===== src/rtl/tt_mux_ctrl_driver.sv =====
`default_nettype none
// ============================================================================
// Module   : tt_mux_ctrl_driver
// Purpose  : Initiator for the TinyTapeout mux control interface. On start it
//            drops ena, resets the select counter, increments it addr times
//            and re-asserts ena. All outputs are registered.
// Options  : TT_MUX_CTRL_DRV_SKIP_RESET_EN - when defined, the driver tracks
//            the last selected address. If the new address is at or above it,
//            the counter reset is skipped and only the difference is stepped.
// Revision : 1.0 - initial release
// ============================================================================
module tt_mux_ctrl_driver #(
    parameter int ADDR_W    = 10,
    parameter int PULSE_CYC = 2
) (
    input  logic              clk,
    input  logic              reset,
    input  logic [ADDR_W-1:0] addr,
    input  logic              start,
    output logic              busy,
    output logic              done,
    output logic              ctrl_sel_rst_n,
    output logic              ctrl_sel_inc,
    output logic              ctrl_ena
);

    typedef enum logic [2:0] {
        S_IDLE  = 3'd0,
        S_DIS   = 3'd1,
        S_RST   = 3'd2,
        S_SET   = 3'd3,
        S_INC_H = 3'd4,
        S_INC_L = 3'd5,
        S_ENA   = 3'd6
    } state_t;

    localparam logic [7:0] C_PHASE_LAST = 8'(PULSE_CYC - 1);

    state_t            state_q, state_d;
    logic [7:0]        phase_q, phase_d;
    logic [ADDR_W-1:0] tgt_q, tgt_d;
    logic [ADDR_W-1:0] rem_q, rem_d;
    logic              busy_q, busy_d;
    logic              done_q, done_d;
    logic              rst_n_q, rst_n_d;
    logic              inc_q, inc_d;
    logic              ena_q, ena_d;

    logic              w_phase_end;
    logic [ADDR_W-1:0] w_rem_dec;

`ifdef TT_MUX_CTRL_DRV_SKIP_RESET_EN
    logic [ADDR_W-1:0] cur_addr_q, cur_addr_d;
    logic              cur_valid_q, cur_valid_d;
    logic              skip_q, skip_d;
    logic [ADDR_W-1:0] w_skip_rem;

    assign w_skip_rem = tgt_q - cur_addr_q;
`endif

    assign w_phase_end = (phase_q == C_PHASE_LAST);
    assign w_rem_dec   = rem_q - {{(ADDR_W-1){1'b0}}, 1'b1};

    // Next-state, phase counter, step counter and registered-output decode.
    // Outputs are decoded from the current state so every level lasts exactly
    // as many cycles as the state does, delayed by one register stage.
    always_comb begin
        state_d = state_q;
        phase_d = w_phase_end ? 8'd0 : phase_q + 8'd1;
        tgt_d   = tgt_q;
        rem_d   = rem_q;
`ifdef TT_MUX_CTRL_DRV_SKIP_RESET_EN
        cur_addr_d  = cur_addr_q;
        cur_valid_d = cur_valid_q;
        skip_d      = skip_q;
`endif
        case (state_q)
            S_IDLE: begin
                phase_d = 8'd0;
                if (start) begin
                    tgt_d   = addr;
                    state_d = S_DIS;
`ifdef TT_MUX_CTRL_DRV_SKIP_RESET_EN
                    skip_d  = cur_valid_q && (addr >= cur_addr_q);
`endif
                end
            end
            S_DIS: begin
                if (w_phase_end) begin
`ifdef TT_MUX_CTRL_DRV_SKIP_RESET_EN
                    if (skip_q) begin
                        rem_d   = w_skip_rem;
                        state_d = (w_skip_rem == '0) ? S_ENA : S_INC_H;
                    end else begin
                        state_d = S_RST;
                    end
`else
                    state_d = S_RST;
`endif
                end
            end
            S_RST: begin
                if (w_phase_end) state_d = S_SET;
            end
            S_SET: begin
                if (w_phase_end) begin
                    rem_d   = tgt_q;
                    state_d = (tgt_q == '0) ? S_ENA : S_INC_H;
                end
            end
            S_INC_H: begin
                if (w_phase_end) state_d = S_INC_L;
            end
            S_INC_L: begin
                if (w_phase_end) begin
                    rem_d   = w_rem_dec;
                    state_d = (w_rem_dec == '0) ? S_ENA : S_INC_H;
                end
            end
            S_ENA: begin
                phase_d = 8'd0;
                state_d = S_IDLE;
`ifdef TT_MUX_CTRL_DRV_SKIP_RESET_EN
                cur_addr_d  = tgt_q;
                cur_valid_d = 1'b1;
`endif
            end
            default: begin
                phase_d = 8'd0;
                state_d = S_IDLE;
            end
        endcase

        busy_d  = (state_q == S_IDLE) ? start : (state_q != S_ENA);
        done_d  = (state_q == S_ENA);
        rst_n_d = (state_q != S_RST);
        inc_d   = (state_q == S_INC_H);
        if (state_q == S_ENA)       ena_d = 1'b1;
        else if (state_q == S_IDLE) ena_d = ena_q;
        else                        ena_d = 1'b0;
    end

    // State and output registers with synchronous reset.
    always_ff @(posedge clk) begin
        if (reset) begin
            state_q <= S_IDLE;
            phase_q <= 8'd0;
            tgt_q   <= '0;
            rem_q   <= '0;
            busy_q  <= 1'b0;
            done_q  <= 1'b0;
            rst_n_q <= 1'b1;
            inc_q   <= 1'b0;
            ena_q   <= 1'b0;
        end else begin
            state_q <= state_d;
            phase_q <= phase_d;
            tgt_q   <= tgt_d;
            rem_q   <= rem_d;
            busy_q  <= busy_d;
            done_q  <= done_d;
            rst_n_q <= rst_n_d;
            inc_q   <= inc_d;
            ena_q   <= ena_d;
        end
    end

`ifdef TT_MUX_CTRL_DRV_SKIP_RESET_EN
    // Last-selected-address tracker; invalid after reset.
    always_ff @(posedge clk) begin
        if (reset) begin
            cur_addr_q  <= '0;
            cur_valid_q <= 1'b0;
            skip_q      <= 1'b0;
        end else begin
            cur_addr_q  <= cur_addr_d;
            cur_valid_q <= cur_valid_d;
            skip_q      <= skip_d;
        end
    end
`endif

    assign busy           = busy_q;
    assign done           = done_q;
    assign ctrl_sel_rst_n = rst_n_q;
    assign ctrl_sel_inc   = inc_q;
    assign ctrl_ena       = ena_q;

endmodule
`default_nettype wire


===== config.mk =====
export PLATFORM = sky130hd
export DESIGN_NAME = tt_mux_ctrl_driver
export DESIGN_NICKNAME = d
export VERILOG_FILES = /design/src/rtl/tt_mux_ctrl_driver.sv
export SDC_FILE = /design/constraint.sdc
export NUM_CORES = 1
export LEC_CHECK = 0
export BUFFER_PORTS_ARGS = -buffer_cell sky130_fd_sc_hd__buf_2
export CAP_MARGIN = 30
export CORE_MARGIN = 2
export CORE_UTILIZATION = 40
export CTS_BUF_LIST = sky130_fd_sc_hd__clkbuf_4 sky130_fd_sc_hd__clkbuf_8
export DETAILED_ROUTE_END_ITERATION = 8
export SYNTH_ARGS = -nofsm -noshare
export SYNTH_HDL_FRONTEND = slang
export SYNTH_SLANG_ARGS = --single-unit

===== constraint.sdc =====
create_clock -name clk -period 1.7 [get_ports clk]
set_clock_uncertainty 0.15 [all_clocks]
set_input_delay 0.17 -clock clk [delete_from_list [all_inputs] [get_ports clk]]
set_output_delay 0.17 -clock clk [all_outputs]
set_load 0.01 [all_outputs]

; ---- Word-level counts from Yosys, hierarchy flattened
; Index checks and enable logic that the tools add are counted.
; W data, S select, Z words.
[classes]
add_sub_neg = 2
eq_ne = 16
bitwise = 1
reduce_logical = 9
mux = 15
[op_table]
columns = op, count
row1 = $logic_not A10 Y1, 2
row2 = $mux W10, 2
row3 = $pmux W10 S2, 1
row4 = $mux W3, 6
row5 = $pmux W3 S6, 1
row6 = $ne A2 B2 Y1 const B, 6
row7 = $sub A10 B1 Y10 const B, 1
row8 = $eq A3 B3 Y1 const B, 3
row9 = $add A8 B1 Y8 const B, 1
row10 = $eq A8 B1 Y1 const B, 1
row11 = $eq A3 B2 Y1 const B, 2
row12 = $reduce_and A6 Y1, 1
row13 = $reduce_or A5 Y1, 1
row14 = $mux W2, 2
row15 = $eq A3 B1 Y1 const B, 1
row16 = $logic_not A3 Y1, 1
row17 = $mux W1, 3
row18 = $ne A3 B2 Y1 const B, 1
row19 = $ne A3 B3 Y1 const B, 1
row20 = $reduce_and A3 Y1, 1
row21 = $reduce_or A3 Y1, 1
row22 = $ne A2 B1 Y1 const B, 1
row23 = $reduce_and A2 Y1, 1
row24 = $reduce_bool A2 Y1, 1
row25 = $not A1 Y1, 1
[totals]
regBits = 36
elab_cells = 52
out_inout_bits = 5

; ---- Longest topological paths before layout
; Gate-level depths: netlist (run 1).
[logic_depth]
word_depth = 5
ltp_mapped = 8
mapped_depth_nobuf = 7

; ---- Least setup slack after synthesis (run 1)
; No wires, ideal clock.
[synth_timing]
path_kind = reg2reg
start = register rem_q[0]
end = register state_q[1]
t_arrival_ns = 1.639
period_less_slack_ns = 1.876
setup_ns = 0.087
path_buffers = 0
t_required_ns = 1.463
setup_slack_ns = -0.176
stages_incl_launch_ff = 8
path_cell_list = dfxtp_1 -> inv_1 -> ha_1 -> or4b_1 -> xnor2_1 -> nor3_1 -> a21oi_1 -> o31ai_1
[synth_via]
elab_chain_cells = 5
[synth_rtl]
columns = element, line
row1 = from (decl), 42  ; logic [ADDR_W-1:0] rem_q, rem_d;
row2 = from (signal assigned), 159  ; rem_q <= rem_d;
row3 = $sub A10 B1 Y10, 62  ; assign w_rem_dec = rem_q - {{(ADDR_W-1){1'b0}}, 1'b1};
row4 = $logic_not A10 Y1, 117  ; state_d = (w_rem_dec == '0) ? S_ENA : S_INC_H;
row5 = $mux W2, 117
row6 = $mux W3, 115  ; if (w_phase_end) begin
row7 = $pmux W3 S6, 77  ; case (state_q)
row8 = to (signal assigned), 156  ; state_q <= state_d;
row9 = to (decl), 39  ; state_t state_q, state_d;
; Every way passes these cells. The select of a mux whose other input is x is not followed.
; A chain may end at the register's enable or synchronous reset.

; ---- Worst setup path in the final report (run 1)
[layout_timing]
start = register rem_q[1]
end = register state_q[1]
; The elaborated chain is that of the path after synthesis.

==> results of run 1 <==
==> state kept, by name (all words and copies together), names as in the netlist <==
register        flops
state_q             3
ctrl_sel_inc        1
phase_q             8
tgt_q              10
ctrl_ena            1
busy                1
done                1
rem_q              10
ctrl_sel_rst_n      1
==> critical path: stages, from the launching register on <==
cell	delay, ns
dfxtp_2	0.33
inv_2	0.08
ha_4	0.13
or4b_4	0.50
xnor2_2	0.16
nor3_2	0.15
a21oi_1	0.07
o31ai_1	0.19
==> cell families after synthesis <==
logic type | synth area share (%)
xor gates and xnor gates | 5.03
adders and majority gates | 2.88
and+or+nand+nor | 29.2
DFF | 41.4
buffers and inverters | 3.31
AOI/OAI and AO/OA | 18.2
==> area by class of cell <==
| class | instances | share of cell area (%) |
|---|---|---|
| multi-input cells | 168 | 44.3 |
| flip-flops and latches | 36 | 28.5 |
| repair buffers | 65 | 20.4 |
| clock buffers | 8 | 3.83 |
| well taps | 50 | 2.45 |
| inverters | 4 | 0.589 |
==> routing by layer <==
| metal | vias to the layer above | global-route usage (%) | wire [um] |
|---|---|---|---|
| li1 | 893 | - | - |
| met1 | 797 | 26.4 | 2170 |
| met2 | 27 | 33.3 | 2270 |
| met3 | 4 | 4.47 | 143 |
| met4 | 0 | 5.77 | 45 |
| met5 | - | 0 | 0 |
==> Yosys cell counts (all sizes together), types with 2 or more instances <==
master   number  area [sq um]
dfxtp        36           721
nand3b        3          22.5
nor4          3          25.0
or4b          3          30.0
and3          3          18.8
and2          2          12.5
nand4         2          12.5
o21ai        11          55.1
nor2         30           115
nand2        33           124
clkbuf       10          37.5
ha            4          50.1
a2bb2oi       2          17.5
a21oi        23           115
nor3          6          30.0
or3           4          25.0
inv           4          15.0
xnor2         2          17.5
o31ai         4          35.0
nor4b         2          17.5
a22oi         3          22.5
nand3         8          40.0
xor2          8          70.1
==> layout by cell type, fill, tap and decap left out, types with 6 or more instances in the layout <==
| master | synthesis | final |
|---|---|---|
| nand2_1 | 33 | 32 |
| dfxtp_1 | 36 | 32 |
| buf_4 | 0 | 32 |
| a21oi_1 | 23 | 20 |
| nor2_1 | 29 | 18 |
| buf_2 | 1 | 17 |
| dlygate4sd3_1 | 0 | 10 |
| nor2_2 | 1 | 9 |
| xor2_1 | 8 | 8 |
| nand3_1 | 8 | 8 |
| o21ai_0 | 11 | 6 |
| clkbuf_8 | 0 | 6 |
==> power by group through the flow <==
stage / combinational, mW / sequential, mW / clock (mW)
floorplan: 0.105 / 0.905 / 0
global placement: 0.167 / 0.910 / 0
detailed placement: 0.167 / 0.912 / 0
CTS: 0.196 / 0.893 / 0.675
global route: 0.243 / 0.898 / 0.719
finish: 0.219 / 0.894 / 0.657
==> timing repair <==
action | in CTS | in global routing
hold buffers | 10 | 0
gates cloned | 0 | 0
endpoints found under the setup margin | 14 | 30
pin swaps | 8 | 9
hold endpoints to repair | 10 | 0
resized for setup | 11 | 30
buffers inserted | 4 | 3
==> path summary, 6_finish.rpt <==
| kind | startpoint | cells past startpoint | endpoint | slack, ns |
|---|---|---|---|---|
| worst max-delay path | rem_q[1] | 7 | state_q[1] | -0.15 |
| worst min-delay path | reset | 2 | state_q[2] | 0.03 |
| worst max register to register | rem_q[1] | 7 | state_q[1] | -0.15 |
| worst min register to register | ctrl_ena | 2 | ctrl_ena | 0.31 |
==> summary.md, run 1 <==
| Metric | Value |
|---|---|
| HP Class | input port to register |
| Switching power | about 0.43 mW |
| Req. time, crit path | around 1.8 ns |
| Via count | approximately 1700 |
| CTS tree | yes |
| DP Cell Count | 307 |
| Pin count of the biggest net entering global routing | 27 |
| Async S/R FF share, synth | 0% |
| Syn Nets | between 200 and 250 |
| Seq cells post-synth | 36 |
| Layout fillers | about 370 |
| Area occupied by multi-input gates | 1130 sq um |
| Vias in the first global route | 1681 |
| Max Slew Vio Count | 0 |
| Pre-CTS WS | -0.151 ns |
| Die ar. | 4890 sq um |
| Register Area | 726 sq um |
| Synth warn | 0 |
| Placed instance area | 2160 sq um |
| Number of flops mapped to enable cells by yosys | 0 |
| Leak Pwr | around 0.99 nW |
| Initial antenna violation count | 0 |
| DRT Pass-1 Iters | 4 |
| Final #Nets | about 300 |
| Setup violations, final | 9 |
| Finished Layout Cells | between 300 and 400 |
| Initial Utilization | 42.6% |
| Vias per cell | 5.20 |
| Iteration-0 DRC Markers | 75 |
| Failing checks | setup timing |
| Worst setup margin | -0.150 ns |
| Power, Total | 1.77 mW |
| Clock Power Share | 37.1% |
| Skew-Pair Late Insertion Delay | 0.29 ns |
| Wirelength per Cell | 14.0 um |
| Fin crit period | about 1.8 ns |
| Outcome | complete, but fails checks |
| Core area | 4090 sq um |
| Share of layout cells above drive strength 1 | 37.7% |
| DRT antenna net count | 0 |
| Tightest Pin Transition | around 0.32 ns |
| Crit path max fanout | 3 |
| Clk slew on worst S/H paths | 0.07 ns |
| Max cap viols | 0 |
| Internal power | between 1 and 1.5 mW |
| F_max | 0.541 GHz |
| First-pass GRT wire length | 7910 um |
| Final hold slack | 0.0343 ns |
| Max clock buf depth | 2 |
| # rows | 23 |
| Final WL | 4630 um |
| Clock Root Buffer | clkbuf_8 |
| Worst slew margin | roughly four fifths |
| Dominant synthesized flop cell | dfxtp_1 |
| Arr. time, crit path | 1.90 ns |
| IO Pins | 18 |
| Cells after synthesis | roughly 220 |
| Post-Layout Inst Area | 2550 sq um |
| Register share of total power | between 50 and 60% |
| Area Growth Syn to Fin | 46.5% |
| Sequential area share after synthesis | 41.4% |
| GRT Overall Usage | between 20% and 30% |
| Synthesized cell area | between 1500 and 2000 sq um |
| CTS sink cnt | 36 |
| Post-route DRC | 0 |
| Post-synth cell types | 40 |
| Switching part of the total | between 20 and 25% |
| CTS Buf Count | 5 |
| RSZ-0062 raised after global routing | true |
| Syn Area/Cell | 7.95 sq um |
| Die Y | between 60 and 70 um |
| Fin util | 62.4% |
| Final Cycle Share | 109% |
| Post-DP HPWL | 3100 um |
| Width of the chip | 70.0 um |
| GRT Residual Overflow | 0 |
| IO buf count | 17 |
| Final Hold Fails | 0 |
| Setup_tns | -0.699 ns |
| H-tree levels | 2 |
| Comb pwr share | 12.4% |
| Crit path capture type | register |
| Setup CP Type | register to register |
| Routability cong. | between 0.8 and 0.9 |
| VDD IR max | between 0.5 and 0.6 mV |
| Worst Setup Start Kind | register |
| Pwr Density | 694 nW/um^2 |
| Antenna diodes | 0 |
No activity file was read; power rests on OpenSTA's default activity.
==> inputs of run 2 (changes only) <==
--- a/config.mk
+++ b/config.mk
@@ -5,10 +5,11 @@
 export SDC_FILE = /design/constraint.sdc
 export NUM_CORES = 1
 export LEC_CHECK = 0
+export ABC_AREA = 1
 export BUFFER_PORTS_ARGS = -buffer_cell sky130_fd_sc_hd__buf_2
 export CAP_MARGIN = 30
 export CORE_MARGIN = 2
-export CORE_UTILIZATION = 40
+export CORE_UTILIZATION = 30
 export CTS_BUF_LIST = sky130_fd_sc_hd__clkbuf_4 sky130_fd_sc_hd__clkbuf_8
 export DETAILED_ROUTE_END_ITERATION = 8
 export SYNTH_ARGS = -nofsm -noshare
==> run 2 against run 1 <==
The run now ends clean. Cell area is 17% lower. Critical endpoint unchanged. Hold slack lost 0.013 ns. Sequential share of layout area increased by 5.7 points. Register-to-register slack gained 0.26 ns. Core utilization shrank 25 points. Maximum frequency increased by 17%. Synthesized area increased by 1.4%.
==> summary.md, run 2 <==
| Metric | Value |
|---|---|
| Fin util | 37.8% (was 62.4%) |
| Tightest Pin Transition | 0.300 ns (was 0.323 ns) |
| Placed instance area | 1950 sq um (was 2160 sq um) |
| Pwr Density | 1310 nW/um^2 (was 694 nW/um^2) |
| Vias in the first global route | 1499 (was 1681) |
| Final #Nets | 294 (was 297) |
| Vias per cell | 4.57 (was 5.20) |
| Setup violations, final | 0 (was 9) |
| Initial antenna violation count | 0 (unchanged) |
| Final Cycle Share | 93.2% (was 109%) |
| Count leader, synth | nand2_1 (was dfxtp_1) |
| Largest regs | rem_q (10), tgt_q (10), phase_q (8) (unchanged) |
| Most common cell after layout, fill and taps aside | nand2_1 |
| Clk slew on worst S/H paths | 0.07 ns (about the same) |
| Max Slew Vio Count | 0 (unchanged) |
| Final Hold Fails | 0 (unchanged) |
| Number of flops mapped to enable cells by yosys | 0 (unchanged) |
| Post-route DRC | 0 (unchanged) |
| Cells after synthesis | 247 (was 219) |
| Crit path max fanout | 3 (unchanged) |
| DRT Pass-1 Iters | 4 (unchanged) |
| Outcome | finished, final reports clean (was complete, but fails checks) |
| Synth top area cells | dfxtp_1, nand2_1, a21oi_1 (unchanged) |
| Setup Fix Bufs, Post-CTS | 0 (was 4) |
| Area leader, netlist | dfxtp_1 (unchanged) |
| Yosys top cell area share | 40.9% (was 41.4%) |
| CTS tree | yes (unchanged) |
| IO buf count | 17 (unchanged) |
| CTS sink cnt | 36 (unchanged) |
| Width of the chip | 80.7 um (was 70.0 um) |
| Seq cells post-synth | 36 (unchanged) |
| Via count | 1594 (was 1721) |
| Worst Setup Start Kind | register (unchanged) |
| Req. time, crit path | 1.77 ns (was 1.75 ns) |
| GRT Overall Usage | 13.6% (was 20.2%) |
| Pin count of the biggest net entering global routing | 18 (was 27) |
| DP Cell Count | 337 (was 307) |
| Finished Layout Cells | 349 (was 331) |
| Clock Root Buffer | clkbuf_8 (unchanged) |
| Fin crit period | 1.58 ns (was 1.85 ns) |
| Most frequent cells in the layout | nand2_1, dfxtp_1, nor2_1, a21oi_1, inv_1 (was nand2_1, dfxtp_1, buf_4, a21oi_1, nor2_1) |
| Worst slew margin | 79.9% (was 78.3%) |
| First-pass GRT wire length | 6870 um (was 7910 um) |
| Iteration-0 DRC Markers | 75 (unchanged) |
| Antenna diodes | 0 (unchanged) |
| H-tree levels | 2 (unchanged) |
| GRT Residual Overflow | 0 (unchanged) |
| Sequential area share after synthesis | 40.9% (was 41.4%) |
| Setup_tns | 0 ns (was -0.699 ns) |
| Async S/R FF share, synth | 0% (unchanged) |
| Final WL | 3850 um (was 4630 um) |
| Share of layout cells above drive strength 1 | 20.2% (was 37.7%) |
| CTS Buf Count | 5 (unchanged) |
| DRT antenna net count | 0 (unchanged) |
| Layout fillers | 620 (was 365) |
| Initial Utilization | 31.5% (was 42.6%) |
| HP Class | input port to register (unchanged) |
| # rows | 27 (was 23) |
| Leak Pwr | 0.884 nW (was 0.993 nW) |
| Post-Layout Inst Area | 2120 sq um (was 2550 sq um) |
| VDD IR max | 0.602 mV (was 0.543 mV) |
| Register-to-Register Path Depth | 12 (was 7) |
| Syn Nets | 264 (was 236) |
| Post-DP HPWL | 2850 um (was 3100 um) |
| Dominant synthesized flop cell | dfxtp_1 (unchanged) |
| Crit path capture type | register (unchanged) |
| Arr. time, crit path | 1.66 ns (was 1.90 ns) |
| F_max | 0.631 GHz (was 0.541 GHz) |
| Syn Area/Cell | 7.14 sq um (was 7.95 sq um) |
| Synth warn | 0 (unchanged) |
| Die Y | 80.7 um (was 70.0 um) |
| Hold depth | 3 (was 2) |
| Routability cong. | 0.818 (was 0.874) |
| Post-synth top cells | nand2_1, dfxtp_1, nor2_1 (was dfxtp_1, nand2_1, nor2_1) |
| Skew-Pair Late Insertion Delay | 0.29 ns (about the same) |
| Wirelength per Cell | 11.0 um (was 14.0 um) |
| Setup CP Type | register to register (unchanged) |
| Post-synth cell types | 31 (was 40) |
| Area Growth Syn to Fin | 20.0% (was 46.5%) |
| Max clock buf depth | 2 (unchanged) |
| Max cap viols | 0 (unchanged) |
| Core area | 5610 sq um (was 4090 sq um) |
| Synthesized cell area | 1760 sq um (was 1740 sq um) |
| IO Pins | 18 (unchanged) |
| Die ar. | 6510 sq um (was 4890 sq um) |
[run 2: what timing repair did]
| item | CTS | global route |
|---|---|---|
| hold buffers | 5 | 0 |
| endpoints found under the setup margin | 0 | 14 |
| endpoints found under the hold margin | 5 | 0 |
| gates resized for setup | 0 | 9 |
[run 2: cell type report]
type                    count  area (sq um)  area share (%)
multi-input cells         175           918            43.4
flip-flops and latches     36           723            34.2
repair buffers             30           195            9.22
inverters                  29           109            5.14
well taps                  72          90.1            4.26
clock buffers               6          76.3            3.61
clock inverters             1          5.00           0.236
[run 2: path summary, 6_finish.rpt]
check	startpoint	to	slack [ns]
setup / recovery	rem_q[1]	state_q[1]	0.12
hold / removal	addr[8]	tgt_q[8]	0.02
setup reg to reg	rem_q[1]	state_q[1]	0.12
hold reg to reg	tgt_q[0]	tgt_q[0]	0.33
[run 2: critical path, cell delays in order, from the launching register on]
cell     delay [ns]
dfxtp_1        0.32
inv_1          0.12
ha_1           0.18
inv_1          0.05
nor2_1         0.10
nand2_2        0.07
nor2_2         0.08
nand2_1        0.06
nor2_1         0.09
nand3_1        0.08
nand2_1        0.06
nand2_1        0.06
a21oi_2        0.11
[run 2: cells by family (layout without fill, tap and decap cells)]
kind of cell | Yosys count | in the layout | share of synthesized area, %
XOR/XNOR | 3 | 3 | 1.49
flip-flops | 36 | 36 | 40.9
AO/OA/AOI/OAI | 57 | 57 | 18.4
AND/OR/NAND/NOR | 111 | 111 | 27.7
buffers and inverters | 36 | 66 | 8.72
adder cells (fa/ha/maj) | 4 | 4 | 2.84
[run 2: through the flow]
stage                     setup slack [ns]  hold slack, ns  total power, mW
final                                0.115          0.0216             2.78
after global routing               -0.0198          0.0463             3.01
after CTS                           0.0380          0.0136             2.76
after detailed placement            0.0470           0.293             2.15
after global placement              0.0888           0.296             2.15
after floorplan                      0.121           0.185             1.86
[run 2: power by group]
group          switching [mW]  total [mW]  internal, mW
logic                   0.672        1.09         0.415
clock network           0.291       0.585         0.294
registers               0.107        1.10         0.996
total                    1.07        2.78          1.71
[run 2: layer usage]
layer	share of wire [%]	GRT usage, %
met4	1.5	5.08
met1	53	18.6
met3	3.6	3.48
met5	0	0
met2	42	20.5
==> inputs of run 3 (changes only) <==
--- a/config.mk
+++ b/config.mk
@@ -12,6 +12,7 @@
 export CORE_UTILIZATION = 30
 export CTS_BUF_LIST = sky130_fd_sc_hd__clkbuf_4 sky130_fd_sc_hd__clkbuf_8
 export DETAILED_ROUTE_END_ITERATION = 8
+export HOLD_SLACK_MARGIN = 0.15
 export SYNTH_ARGS = -nofsm -noshare
 export SYNTH_HDL_FRONTEND = slang
 export SYNTH_SLANG_ARGS = --single-unit
==> run 3 against run 2 <==
First-iteration DRC count is 17% higher. Register-to-register slack hardly changed. Count of clock-buffer cells in the layout stayed put. Worst setup slack worse by 0.0012 ns. Routed wire length is 2.6% higher. Critical path type unchanged. Largest cell class unchanged.
==> summary.md, run 3 (synthesized netlist as in run 2, its figures left out) <==
| Metric | Value |
|---|---|
| GRT Overall Usage | 14.0% (was 13.6%) |
| Worst r2r src | rem_q[1] (unchanged) |
| Worst setup margin | 0.114 ns (was 0.115 ns) |
| Most common cell after layout, fill and taps aside | nand2_1 (unchanged) |
| CP max stage delay | 0.32 ns (about the same) |
| Max cap viols | 0 (unchanged) |
| Skew-Pair Late Insertion Delay | 0.29 ns (about the same) |
| IO Pins | 18 (unchanged) |
| Finished Layout Cells | 356 (was 349) |
| Layout fillers | 614 (was 620) |
| CTS Buf Count | 5 (unchanged) |
| # rows | 27 (unchanged) |
| Internal power | 1.72 mW (was 1.71 mW) |
| Critical Path Start | rem_q[1] (unchanged) |
| Switching power | 1.07 mW (about the same) |
| H-tree levels | 2 (unchanged) |
| Final WL | 3950 um (was 3850 um) |
| Via count | 1629 (was 1594) |
| Die ar. | 6510 sq um (unchanged) |
| CTS sink cnt | 36 (unchanged) |
| HP Start | tgt_q[0] (was addr[8]) |
| Setup CP Type | register to register (unchanged) |
| Tightest Pin Transition | 0.306 ns (was 0.300 ns) |
| Post-route DRC | 0 (unchanged) |
| Fin util | 39.0% (was 37.8%) |
| Metal-1 WL | 2050 um (was 2030 um) |
| Area occupied by multi-input gates | 918 sq um (unchanged) |
| Worst slew margin | 79.5% (was 79.9%) |
| Final Cycle Share | 93.3% (was 93.2%) |
| Final Hold Fails | 0 (unchanged) |
| DP Cell Count | 337 (unchanged) |
| Post-DP HPWL | 2850 um (unchanged) |
| Comb pwr share | 39.5% (was 39.2%) |
| Clock Power Share | 21.0% (was 21.1%) |
| Power, Total | 2.79 mW (was 2.78 mW) |
| Crit path cell chain | inv_1, ha_1, inv_1, nor2_1, nand2_2, nor2_2, nand2_1, nor2_1, nand3_1, nand2_1, nand2_1, a21oi_2 (unchanged) |
| Pre-CTS WS | 0.0470 ns (unchanged) |
| Setup_tns | 0 ns (unchanged) |
| Vias in the first global route | 1560 (was 1499) |
| Hold depth | 2 (was 3) |
| R2R setup slack | 0.11 ns (was 0.12 ns) |
| VDD IR max | 0.603 mV (was 0.602 mV) |
| Core area | 5610 sq um (unchanged) |
| WL met3 | 133 um (was 138 um) |
| Placed instance area | 1950 sq um (unchanged) |
| Pin count of the biggest net entering global routing | 18 (unchanged) |
| GRT Residual Overflow | 0 (unchanged) |
| Largest regs | rem_q (10), tgt_q (10), phase_q (8) (unchanged) |
| Worst Setup Start Kind | register (unchanged) |
| Wirelength per Cell | 11.1 um (was 11.0 um) |
| Final hold slack | 0.326 ns (was 0.0216 ns) |
| Clk slew on worst S/H paths | 0.07 ns (about the same) |
| Iteration-0 DRC Markers | 88 (was 75) |
| Die Y | 80.7 um (unchanged) |
| Met2 WL post-DR | 1710 um (was 1620 um) |
| IO buf count | 17 (unchanged) |
| Area Growth Syn to Fin | 24.0% (was 20.0%) |
| Initial Utilization | 31.5% (unchanged) |
| Crit path capture type | register (unchanged) |
| Pwr Density | 1280 nW/um^2 (was 1310 nW/um^2) |
| Max clock buf depth | 2 (unchanged) |
| Switching part of the total | 38.5% (was 38.6%) |
| Vias per cell | 4.58 (was 4.57) |
| Register share of total power | 39.6% (was 39.8%) |
| Clock Root Buffer | clkbuf_8 (unchanged) |
| CTS tree | yes (unchanged) |
| Fin crit period | 1.59 ns (was 1.58 ns) |
| Arr. time, crit path | 1.66 ns (about the same) |
| Antenna diodes | 0 (unchanged) |
| Share of layout cells above drive strength 1 | 19.7% (was 20.2%) |
| Reg2Reg Capture Point | state_q[1] (unchanged) |
| Max Used Layer | met4 (unchanged) |
| Most frequent cells in the layout | nand2_1, dfxtp_1, nor2_1, a21oi_1, inv_1 (unchanged) |
| Register-to-Register Path Depth | 12 (unchanged) |
| Max Slew Vio Count | 0 (unchanged) |
| Req. time, crit path | 1.77 ns (about the same) |
| Outcome | finished, final reports clean (unchanged) |
| Routability cong. | 0.818 (unchanged) |
| First-pass GRT wire length | 7060 um (was 6870 um) |
| F_max | 0.631 GHz (about the same) |
| DRT Pass-1 Iters | 4 (unchanged) |
| Leak Pwr | 0.913 nW (was 0.884 nW) |
| Post-Layout Inst Area | 2190 sq um (was 2120 sq um) |
| Slowest-stage cell, CP | dfxtp_1 (unchanged) |
| HP Class | register to register (was input port to register) |
| Width of the chip | 80.7 um (unchanged) |
| Crit path max fanout | 3 (unchanged) |
| Register Area | 723 sq um (unchanged) |
| DRT antenna net count | 0 (unchanged) |
| CP dominant cell by count | nand2_1 (unchanged) |
| Worst Hold End | tgt_q[0] (was tgt_q[8]) |
| Initial antenna violation count | 0 (unchanged) |
| Final #Nets | 301 (was 294) |
| Setup violations, final | 0 (unchanged) |
## run 3: area by class of cell
| type | count | share of cell area (%) |
|---|---|---|
| flip-flops and latches | 36 | 33.1 |
| inverters | 29 | 4.98 |
| multi-input cells | 175 | 42.0 |
| clock buffers | 6 | 3.49 |
| well taps | 72 | 4.12 |
| clock inverters | 1 | 0.229 |
| repair buffers | 37 | 12.1 |
## run 3: how the worst max path moves through the flow
stage | to | slack, ns | depth (start not counted)
floorplan | rem_q[1] | 0.12 | 7
global placement | state_q[1] | 0.09 | 10
detailed placement | state_q[1] | 0.05 | 10
CTS | state_q[1] | 0.04 | 10
global route | state_q[1] | -0.02 | 12
finish | state_q[1] | 0.11 | 12
## run 3: routing by layer
layer  GRT usage (%)  vias to the layer above
met4            5.08                        0
met3            3.48                        5
li1                -                      883
met2            21.5                       28
met5               0                        -
met1            18.8                      713
## run 3: critical path, delay by kind of cell (launching register included)
family                     cells  cell delay (ns)
and+or+nand+nor                8             0.59
AOI/OAI and AO/OA              1             0.11
DFF                            1             0.32
buffers and inverters          2             0.17
adders and majority gates      1             0.18
## run 3: repair_timing
item	in CTS	in global routing
hold buffers	12	0
hold endpoints to repair	13	0
setup endpoints to repair	0	14
resized for setup	0	9
setup buffers	0	0
## run 3: power by group through the flow
stage               clock (mW)  combinational [mW]  sequential [mW]
global route             0.640                1.26             1.13
global placement             0                1.03             1.11
CTS                      0.609                1.06             1.10
finish                   0.585                1.10             1.10
floorplan                    0               0.752             1.11
detailed placement           0                1.04             1.11
